<file path="config.mk">
export PLATFORM = sky130hd
export DESIGN_NAME = jpeg_ac_dc_sequencer
export DESIGN_NICKNAME = d
export VERILOG_FILES = /design/src/rtl/jpeg_ac_dc_sequencer.sv
export SDC_FILE = /design/constraint.sdc
export NUM_CORES = 1
export LEC_CHECK = 0
export ABC_AREA = 0
export BUFFER_PORTS_ARGS = -buffer_cell sky130_fd_sc_hd__buf_2
export CORE_UTILIZATION = 32
export CTS_CLUSTER_DIAMETER = 100
export DETAILED_ROUTE_END_ITERATION = 8
export SKIP_CTS_REPAIR_TIMING = 1
export SYNTH_ARGS = -nofsm -noshare
export SYNTH_HDL_FRONTEND = slang
export SYNTH_SLANG_ARGS = --single-unit
</file>
<file path="constraint.sdc">
create_clock -name clock -period 5.87 [get_ports clock]
set_input_delay 0.587 -clock clock [delete_from_list [all_inputs] [get_ports clock]]
set_output_delay 0.587 -clock clock [all_outputs]
set_load 0.05 [all_outputs]
</file>
<file path="src/rtl/jpeg_ac_dc_sequencer.sv">
// JPEG entropy-coding sequencer: turns one 64-coefficient zigzag block into DC/AC
// run-size symbols (with ZRL and EOB insertion) behind a single output register.

module coefficient_encoder (
  input  logic [15:0] value,
  output logic [15:0] coded_value,
  output logic [3:0]  coded_value_length
);

  logic [15:0] magnitude_s;
  logic [15:0] mask_s;
  logic [15:0] adjusted_s;

  // Magnitude category is the position of the highest set bit of |value|.
  always_comb begin
    magnitude_s = 16'h0000;
    if (value[15]) begin
      magnitude_s = 16'h0000 - value;
    end else begin
      magnitude_s = value;
    end
    coded_value_length = 4'd0;
    for (int i = 0; i < 15; i++) begin
      if (magnitude_s[i]) begin
        coded_value_length = 4'(i + 1);
      end else begin
        coded_value_length = coded_value_length;
      end
    end
  end

  // Negative values are sent as the low bits of value-1; zero masks to nothing.
  always_comb begin
    adjusted_s = 16'h0000;
    if (value[15]) begin
      adjusted_s = value - 16'h0001;
    end else begin
      adjusted_s = value;
    end
    mask_s      = (16'h0001 << coded_value_length) - 16'h0001;
    coded_value = adjusted_s & mask_s;
  end

endmodule

module jpeg_ac_dc_sequencer (
  input  logic        clock,
  input  logic        reset,
  input  logic        dc_predictor_reset,
  input  logic [15:0] in_coefficient,
  input  logic        in_valid,
  output logic        in_ready,
  output logic [7:0]  out_rs,
  output logic [15:0] out_coded_value,
  output logic [3:0]  out_coded_length,
  output logic        out_is_dc,
  output logic        out_block_last,
  output logic        out_valid,
  input  logic        out_ready
);

  typedef enum logic [0:0] {ACCEPT = 1'b0, ZRL = 1'b1} state_t;

  state_t      state_r, state_s;
  logic [5:0]  idx_r, idx_s;
  logic [5:0]  run_r, run_s;
  logic [15:0] pred_r, pred_s;
  logic [15:0] hold_r, hold_s;

  logic        slot_free_s;
  logic        accept_s;
  logic [15:0] diff_s;
  logic [15:0] operand_s;
  logic [15:0] enc_value_s;
  logic [3:0]  enc_length_s;

  logic        load_s;
  logic [7:0]  rs_s;
  logic [15:0] value_s;
  logic [3:0]  length_s;
  logic        is_dc_s;
  logic        last_s;

  assign slot_free_s = !out_valid || out_ready;
  assign in_ready    = (state_r == ACCEPT) && slot_free_s;
  assign accept_s    = in_valid && in_ready;
  assign diff_s      = in_coefficient - (dc_predictor_reset ? 16'h0000 : pred_r);

  // Select what the shared encoder sees: held AC, DC difference, or live AC.
  always_comb begin
    operand_s = in_coefficient;
    if (state_r == ZRL) begin
      operand_s = hold_r;
    end else if (idx_r == 6'd0) begin
      operand_s = diff_s;
    end else begin
      operand_s = in_coefficient;
    end
  end

  coefficient_encoder u_encoder (
    .value              (operand_s),
    .coded_value        (enc_value_s),
    .coded_value_length (enc_length_s)
  );

  // Next-state, counters and symbol to load into the output register.
  always_comb begin
    state_s  = state_r;
    idx_s    = idx_r;
    run_s    = run_r;
    pred_s   = pred_r;
    hold_s   = hold_r;
    load_s   = 1'b0;
    rs_s     = 8'h00;
    value_s  = 16'h0000;
    length_s = 4'd0;
    is_dc_s  = 1'b0;
    last_s   = 1'b0;
    case (state_r)
      ACCEPT: begin
        if (accept_s) begin
          if (idx_r == 6'd0) begin
            load_s   = 1'b1;
            rs_s     = {4'h0, enc_length_s};
            value_s  = enc_value_s;
            length_s = enc_length_s;
            is_dc_s  = 1'b1;
            pred_s   = in_coefficient;
            run_s    = 6'd0;
            idx_s    = 6'd1;
          end else if (in_coefficient == 16'h0000) begin
            if (idx_r == 6'd63) begin
              // Trailing zeros collapse into a single EOB.
              load_s = 1'b1;
              last_s = 1'b1;
              run_s  = 6'd0;
              idx_s  = 6'd0;
            end else begin
              run_s = run_r + 6'd1;
              idx_s = idx_r + 6'd1;
            end
          end else if (run_r < 6'd16) begin
            load_s   = 1'b1;
            rs_s     = {run_r[3:0], enc_length_s};
            value_s  = enc_value_s;
            length_s = enc_length_s;
            last_s   = (idx_r == 6'd63);
            run_s    = 6'd0;
            idx_s    = idx_r + 6'd1;
          end else begin
            load_s  = 1'b1;
            rs_s    = 8'hF0;
            run_s   = run_r - 6'd16;
            hold_s  = in_coefficient;
            state_s = ZRL;
          end
        end else begin
          load_s = 1'b0;
        end
      end
      ZRL: begin
        if (slot_free_s) begin
          if (run_r >= 6'd16) begin
            load_s = 1'b1;
            rs_s   = 8'hF0;
            run_s  = run_r - 6'd16;
          end else begin
            load_s   = 1'b1;
            rs_s     = {run_r[3:0], enc_length_s};
            value_s  = enc_value_s;
            length_s = enc_length_s;
            last_s   = (idx_r == 6'd63);
            run_s    = 6'd0;
            idx_s    = idx_r + 6'd1;
            state_s  = ACCEPT;
          end
        end else begin
          load_s = 1'b0;
        end
      end
      default: begin
        state_s = ACCEPT;
      end
    endcase
  end

  // Sequencer state registers.
  always_ff @(posedge clock or posedge reset) begin
    if (reset) begin
      state_r <= ACCEPT;
      idx_r   <= 6'd0;
      run_r   <= 6'd0;
      pred_r  <= 16'h0000;
      hold_r  <= 16'h0000;
    end else begin
      state_r <= state_s;
      idx_r   <= idx_s;
      run_r   <= run_s;
      pred_r  <= pred_s;
      hold_r  <= hold_s;
    end
  end

  // Output slot: load wins over drain so back-to-back symbols need no bubble.
  always_ff @(posedge clock or posedge reset) begin
    if (reset) begin
      out_valid        <= 1'b0;
      out_rs           <= 8'h00;
      out_coded_value  <= 16'h0000;
      out_coded_length <= 4'd0;
      out_is_dc        <= 1'b0;
      out_block_last   <= 1'b0;
    end else if (load_s) begin
      out_valid        <= 1'b1;
      out_rs           <= rs_s;
      out_coded_value  <= value_s;
      out_coded_length <= length_s;
      out_is_dc        <= is_dc_s;
      out_block_last   <= last_s;
    end else if (out_ready) begin
      out_valid <= 1'b0;
    end else begin
      out_valid <= out_valid;
    end
  end

endmodule

</file>
=== Word-level counts from Yosys, hierarchy flattened ===
Cells that the tools add are included.

* Register bits: 76
* Input port bits: 21
* Output and inout bits: 32
* Word-level logic and storage cells: 124

* Add/sub/neg operators: 7
* $lt $le $gt $ge: 2
* Eq/ne operators: 5
* Shift operators: 1
* Muxes and demuxes: 82
* Bitwise gates (word level): 5
* Reduce and logical (&&, ||, !) cells: 11

{| class="wikitable"
|+ Operator list
! operator !! count
|-
| 2-to-1 mux 16 bit || 10
|-
| 2-to-1 mux 6 bit || 14
|-
| 2-to-1 mux 4 bit || 14
|-
| 2-to-1 mux 8 bit || 6
|-
| one-hot mux 16 bit (2 select lines) || 1
|-
| subtractor 16 x 1 -> 16 bit (second input constant) || 2
|-
| one-hot mux 6 bit (2 select lines) || 2
|-
| 2-to-1 mux 1 bit || 23
|-
| bitwise AND 16 bit || 1
|-
| zero test 16 bit || 1
|-
| one-hot mux 8 bit (2 select lines) || 1
|-
| << shifter 1 x 4 -> 16 bit (first input constant) || 1
|-
| subtractor 16 bit || 1
|-
| 2-to-1 mux 15 bit || 1
|-
| subtractor 1 x 15 -> 15 bit (first input constant) || 1
|-
| adder 6 x 1 -> 6 bit (second input constant) || 2
|-
| 2-to-1 mux 3 bit || 4
|-
| one-hot mux 4 bit (2 select lines) || 1
|-
| equality test 6 bit (second input constant) || 1
|-
| greater-or-equal comparator 6 x 5 -> 1 bit (second input constant) || 1
|-
| zero test 6 bit || 1
|-
| less-than comparator 6 x 5 -> 1 bit (second input constant) || 1
|-
| one-hot mux 1 bit (2 select lines) || 3
|-
| subtractor 6 x 5 -> 6 bit (second input constant) || 1
|-
| other kinds (13) || 19
|}

=== Longest topological paths before layout ===
* Depth after elaboration: 29
* Gate-level depth with buffers: 23
* Mapped depth without buffers: 23

=== Hierarchy ===
A second synthesis with hierarchy kept.

* Cell total of the unflattened synthesis: 650
* Area total of the unflattened synthesis: 5756.8 sq um

{| class="wikitable"
|+ By module, submodules not included
! module !! times used !! cells each !! area each (sq um)
|-
| jpeg_ac_dc_sequencer || 1 || 433 || 4294.1
|-
| coefficient_encoder || 1 || 217 || 1462.7
|}

=== Worst setup path before layout ===
Ideal clock, no wire load.

* Kind: in2reg
* Start: input port in_coefficient[0]
* End: register out_coded_value[2]
* Data arrival time: 5.332 ns
* Required time: 5.800 ns
* Slack: 0.468 ns
* Stages: 19
* Buffers on the path: 0
* Cells stage by stage: inv_1 ha_1 inv_1 fa_1 a211oi_1 o21ai_0 and2_1 a211oi_2 nand2_2 nor3_2 mux2_2 o32a_1 a21oi_1 o221ai_2 or4_4 ha_1 or3_1 or4_1 nand3_1

* Longest elaborated chain between the ends: 28
* Elaborated cells between the ends (all ways): 37
* Classes of those cells: add/sub (4); shift (1); mux (30); bitwise (1); reduce/logical (1)

{| class="wikitable"
|+ RTL lines
! element !! RTL line !! text
|-
| from (decl) || 50 || <nowiki>input logic [15:0] in_coefficient,</nowiki>
|-
| subtractor 16 bit || 87 || <nowiki>assign diff_s = in_coefficient - (dc_predictor_reset ? 16'h0000 : pred_r);</nowiki>
|-
| 2-to-1 mux 16 bit || 94 || <nowiki>end else if (idx_r == 6'd0) begin</nowiki>
|-
| 2-to-1 mux 16 bit || 92 || <nowiki>if (state_r == ZRL) begin</nowiki>
|-
| subtractor 1 x 15 -> 15 bit || 18 || <nowiki>magnitude_s = 16'h0000 - value;</nowiki>
|-
| 2-to-1 mux 15 bit || 17 || <nowiki>if (value[15]) begin</nowiki>
|-
| 2-to-1 mux 1 bit || 24 || <nowiki>if (magnitude_s[i]) begin</nowiki>
|-
| 2-to-1 mux 2 bit (2 in a row) || 24 ||
|-
| 2-to-1 mux 3 bit (4 in a row) || 24 ||
|-
| 2-to-1 mux 4 bit (8 in a row) || 24 ||
|-
| << shifter 1 x 4 -> 16 bit || 40 || <nowiki>mask_s = (16'h0001 << coded_value_length) - 16'h0001;</nowiki>
|-
| subtractor 16 x 1 -> 16 bit || 40 ||
|-
| bitwise AND 16 bit || 41 || <nowiki>coded_value = adjusted_s & mask_s;</nowiki>
|-
| 2-to-1 mux 16 bit || 143 || <nowiki>end else if (run_r < 6'd16) begin</nowiki>
|-
| 2-to-1 mux 16 bit || 132 || <nowiki>end else if (in_coefficient == 16'h0000) begin</nowiki>
|-
| 2-to-1 mux 16 bit || 123 || <nowiki>if (idx_r == 6'd0) begin</nowiki>
|-
| 2-to-1 mux 16 bit || 122 || <nowiki>if (accept_s) begin</nowiki>
|-
| one-hot mux 16 bit (2 select lines) || 120 || <nowiki>case (state_r)</nowiki>
|-
| to (signal assigned) || 217 || <nowiki>out_coded_value <= value_s;</nowiki>
|-
| to (decl) || 54 || <nowiki>output logic [15:0] out_coded_value,</nowiki>
|}

Several ways; a longest one is shown, not always the timed one.
A chain may end at the register's enable or synchronous reset.

=== Final worst setup path ===
* Start: input port dc_predictor_reset
* End: register out_coded_value[2]

* Longest elaborated chain between the ends: 29
* Elaborated cells between the ends (all ways): 33
* Classes of those cells: add/sub (4); shift (1); mux (27); bitwise (1)

{| class="wikitable"
|+ RTL lines
! element !! RTL line !! text
|-
| from (decl) || 49 || <nowiki>input logic dc_predictor_reset,</nowiki>
|-
| 2-to-1 mux 16 bit * || 87 ||
|-
| subtractor 16 bit * || 87 ||
|-
| 2-to-1 mux 16 bit * || 94 ||
|-
| 2-to-1 mux 16 bit * || 92 ||
|-
| subtractor 1 x 15 -> 15 bit || 18 ||
|-
| 2-to-1 mux 15 bit || 17 ||
|-
| 2-to-1 mux 1 bit || 24 ||
|-
| 2-to-1 mux 2 bit (2 in a row) || 24 ||
|-
| [... 12 more ...] || - ||
|-
| << shifter 1 x 4 -> 16 bit || 40 ||
|-
| subtractor 16 x 1 -> 16 bit || 40 ||
|-
| bitwise AND 16 bit * || 41 ||
|-
| 2-to-1 mux 16 bit || 143 ||
|-
| 2-to-1 mux 16 bit || 132 ||
|-
| 2-to-1 mux 16 bit || 123 ||
|-
| 2-to-1 mux 16 bit || 122 ||
|-
| one-hot mux 16 bit (2 select lines) * || 120 ||
|}

Mark *: on every way between the ends. The rest lies on a longest branch, timed or not.

==> results.cfg <==
[run_status]
run_status = finished clean

[drt]
detail_route.first_pass.iterations = 5
drt_drc_violations_left = 0
postRouteAntennaNets = 0
first_iteration_detailed_routing_drc_count = 377
routed_wl_um = 16400
via_per_inst = 5.50
vias = 5438
wire_per_inst_um = 16.6

[grt]
track_usage = 0.185
antenna_found_initial = 0
gr-total-overflow = 0
grt_start_max_net_pins = 73
grt_pass1_vias = 5113
grt_pass1_wl_um = 27400

[layout]
top_library_cells_by_usage_in_the_layout_fill_and_taps_aside = sky130_fd_sc_hd__nand2_1, sky130_fd_sc_hd__dfrtp_1, sky130_fd_sc_hd__nor2_1
filler_cell_count = 1888
share_of_final_layout_standard_cells_stronger_than_drive_strength_1 = 0.234
areaGrowthSynthToFinish_pct = 17.0
antenna_diodes = 0
layout.cells.most_common = sky130_fd_sc_hd__nand2_1
net_count_reported_at_finish = 798
layout.cell_area.non_filler_sq_um = 6890
layout.cells.non_filler = 989

[critical_path]
setup.worst_path.class = in -> reg
critical_path_arrival_ns = 5.68
worst_path_maximum_fanout = 16
worst_setup_path_end_kind = register
crit_path_start_kind = input port
cp_data_required_time_ns = 6.16

[clock_tree]
tritoncts = done
cts_made_buffers = 9
htree_num_levels = 3
cts.path.max_buffers = 2
cts_root_buf = sky130_fd_sc_hd__clkbuf_16
clkSlewWorstSetupHoldPaths_ns = 0.06
numClockSinks = 72
worstSkewPairLatency_ns = 0.35

[sta]
clock_skew_ns = 0.00774
timing.final.crit_period_ns = 5.39
hold_viol_final = 0
finalSetupViolCount = 0
report.final.slew_viol_count = 0
layout_worst_path_cycle_share = 0.919
fmaxAchievable_mhz = 185
final.setup.tns_ns = 0
worst_slew_margin_rel = 0.379
grt_setup_unrepaired = no
worst-slew-pin-transition_ns = 0.932

[synthesis]
ys_dominant_reg_cell = sky130_fd_sc_hd__dfrtp_1
synthesis.yosys.warnings = 0
asyncSetResetFlopFracSynth = 1.00
yosysUniqueCellTypes = 93
syn_area_per_cell_sq_um = 8.57
synthesized_cell_area_sq_um = 5890
synth-seq-area-share = 0.306
postSynthCellCount = 688
synth_edf_count = 0
synth_seq_cells = 72
synth_nets = 731

[place]
place.gp.congestion = 0.887
dp_cells = 973
place.detailed.hpwl_um = 12400
postPlaceCellArea_sq_um = 6570
number_of_port_buffers = 52

[power_and_ir_drop]
irDropWorstVdd_uv = 381
powerDensity_nw_per_um2 = 516
leakage_nw = 2.84
p_total_w = 0.00356

[die]
die_w_um = 138
die_area_sq_um = 19000
placementRows = 49
initial_utilization = 0.327
placeableCoreArea_sq_um = 18000
die_h_um = 138
number_of_top_level_design_ports = 53

[hold_path]
hold_class = in -> reg

[run]
cap_violations = 0
per-stage QoR:
stage | util | hold WS, ns | worst slack (ns)
final | 0.382 | 0.467 | 0.477
after floorplan | - | 0.442 | 0.468
after detailed placement | 0.365 | 0.457 | 0.156
after global routing | 0.382 | 0.492 | 0.170
after CTS | 0.382 | 0.453 | 0.503
after global placement | 0.365 | 0.449 | 0.190
report_power, final:
part	leakage [nW]	switching [W]	internal [W]
Combinational	1.79	0.00134	0.000763
Clock	0.158	0.000225	0.000381
Sequential	0.901	0.000142	0.000701
Total	2.84	0.00171	0.00185
sequential cells by signal (all words and copies together) (netlist names):
register	flops
out_rs	8
state_r	1
idx_r	6
run_r	6
hold_r	16
out_block_last	1
out_coded_value	16
out_valid	1
pred_r	16
out_is_dc	1
cells in the mapped netlist (4+ instances only):
cell,instances,area [sq um]
sky130_fd_sc_hd__nor2_1,57,214
sky130_fd_sc_hd__nor3_1,20,100
sky130_fd_sc_hd__a21oi_1,48,240
sky130_fd_sc_hd__nor4_1,4,25.0
sky130_fd_sc_hd__or3_1,7,43.8
sky130_fd_sc_hd__clkbuf_1,17,63.8
sky130_fd_sc_hd__xnor2_1,16,140
sky130_fd_sc_hd__nand2b_1,22,138
sky130_fd_sc_hd__a31oi_1,8,50.1
sky130_fd_sc_hd__o21ai_0,41,205
sky130_fd_sc_hd__dfrtp_1,72,1800
sky130_fd_sc_hd__mux2_2,34,383
sky130_fd_sc_hd__or2_2,6,37.5
sky130_fd_sc_hd__nor2b_1,7,43.8
sky130_fd_sc_hd__and2_1,13,81.3
sky130_fd_sc_hd__o2111ai_1,4,35.0
sky130_fd_sc_hd__and3_1,9,56.3
sky130_fd_sc_hd__o211ai_1,9,67.6
sky130_fd_sc_hd__a211oi_1,5,37.5
sky130_fd_sc_hd__a22oi_1,5,37.5
sky130_fd_sc_hd__o21a_1,6,45.0
sky130_fd_sc_hd__inv_1,15,56.3
sky130_fd_sc_hd__buf_2,5,25.0
sky130_fd_sc_hd__o22ai_1,6,37.5
sky130_fd_sc_hd__nand3_1,21,105
sky130_fd_sc_hd__xor2_1,9,78.8
sky130_fd_sc_hd__a32o_1,4,40.0
sky130_fd_sc_hd__o31ai_1,6,45.0
sky130_fd_sc_hd__ha_1,21,263
sky130_fd_sc_hd__a21o_1,6,45.0
sky130_fd_sc_hd__a22o_1,8,70.1
sky130_fd_sc_hd__nand4_1,10,62.6
sky130_fd_sc_hd__nand2_1,79,297
sky130_fd_sc_hd__buf_4,5,37.5
cell families (layout without fill, tap and decap cells):
kind of cell    after synthesis  count (layout)  synth area share
simple gates                279             279             0.246
compound gates              206             206             0.258
flops                        72              72             0.306
buf+inv                      47             119            0.0357
mux                          37              37            0.0701
xor+xnor                     25              25            0.0372
fa+ha+maj                    22              22            0.0480
final timing paths:
check	end	depth (start not counted)	from	slack [ns]
max reg2reg	out_coded_value[2]	19	pred_r[0]	0.55
min in group asynchronous	out_coded_value[5]	3	reset	0.51
min reg2reg	out_coded_value[9]	2	out_coded_value[9]	0.47
max	out_coded_value[2]	20	dc_predictor_reset	0.48
max in group asynchronous	pred_r[14]	3	reset	4.73
min	out_valid	3	in_valid	0.47
final cells by class:
class,count,area [sq um],area share
inverter,15,56.3,0.00817
clock inverter,6,82.6,0.0120
tap,229,287,0.0416
timing repair buffer,88,543,0.0788
sequential,72,1800,0.261
clock buffer,10,239,0.0347
multi-input combinational,569,3880,0.564
metal layers:
layer / up-vias / global-route usage / share of wire
li1: 2697 / - / -
met1: 2599 / 0.270 / 0.51
met2: 127 / 0.279 / 0.43
met3: 15 / 0.0316 / 0.046
met4: 0 / 0.0513 / 0.012
met5: - / 0 / 0
critical path, stage by stage:
cell,delay [ns]
sky130_fd_sc_hd__buf_2,0.18
sky130_fd_sc_hd__nor2b_1,0.14
sky130_fd_sc_hd__ha_1,0.16
sky130_fd_sc_hd__inv_1,0.05
sky130_fd_sc_hd__fa_1,0.41
sky130_fd_sc_hd__a211oi_1,0.32
sky130_fd_sc_hd__o21ai_0,0.21
sky130_fd_sc_hd__and2_1,0.28
sky130_fd_sc_hd__a211oi_2,0.29
sky130_fd_sc_hd__nand2_2,0.21
sky130_fd_sc_hd__nor3_2,0.23
sky130_fd_sc_hd__mux2_2,0.35
sky130_fd_sc_hd__o32a_1,0.34
sky130_fd_sc_hd__a21oi_1,0.23
sky130_fd_sc_hd__o221ai_2,0.14
sky130_fd_sc_hd__or4_4,0.44
sky130_fd_sc_hd__ha_1,0.26
sky130_fd_sc_hd__or3_1,0.37
sky130_fd_sc_hd__or4_1,0.40
sky130_fd_sc_hd__nand3_1,0.08
(Power assumes the default switching activity.)
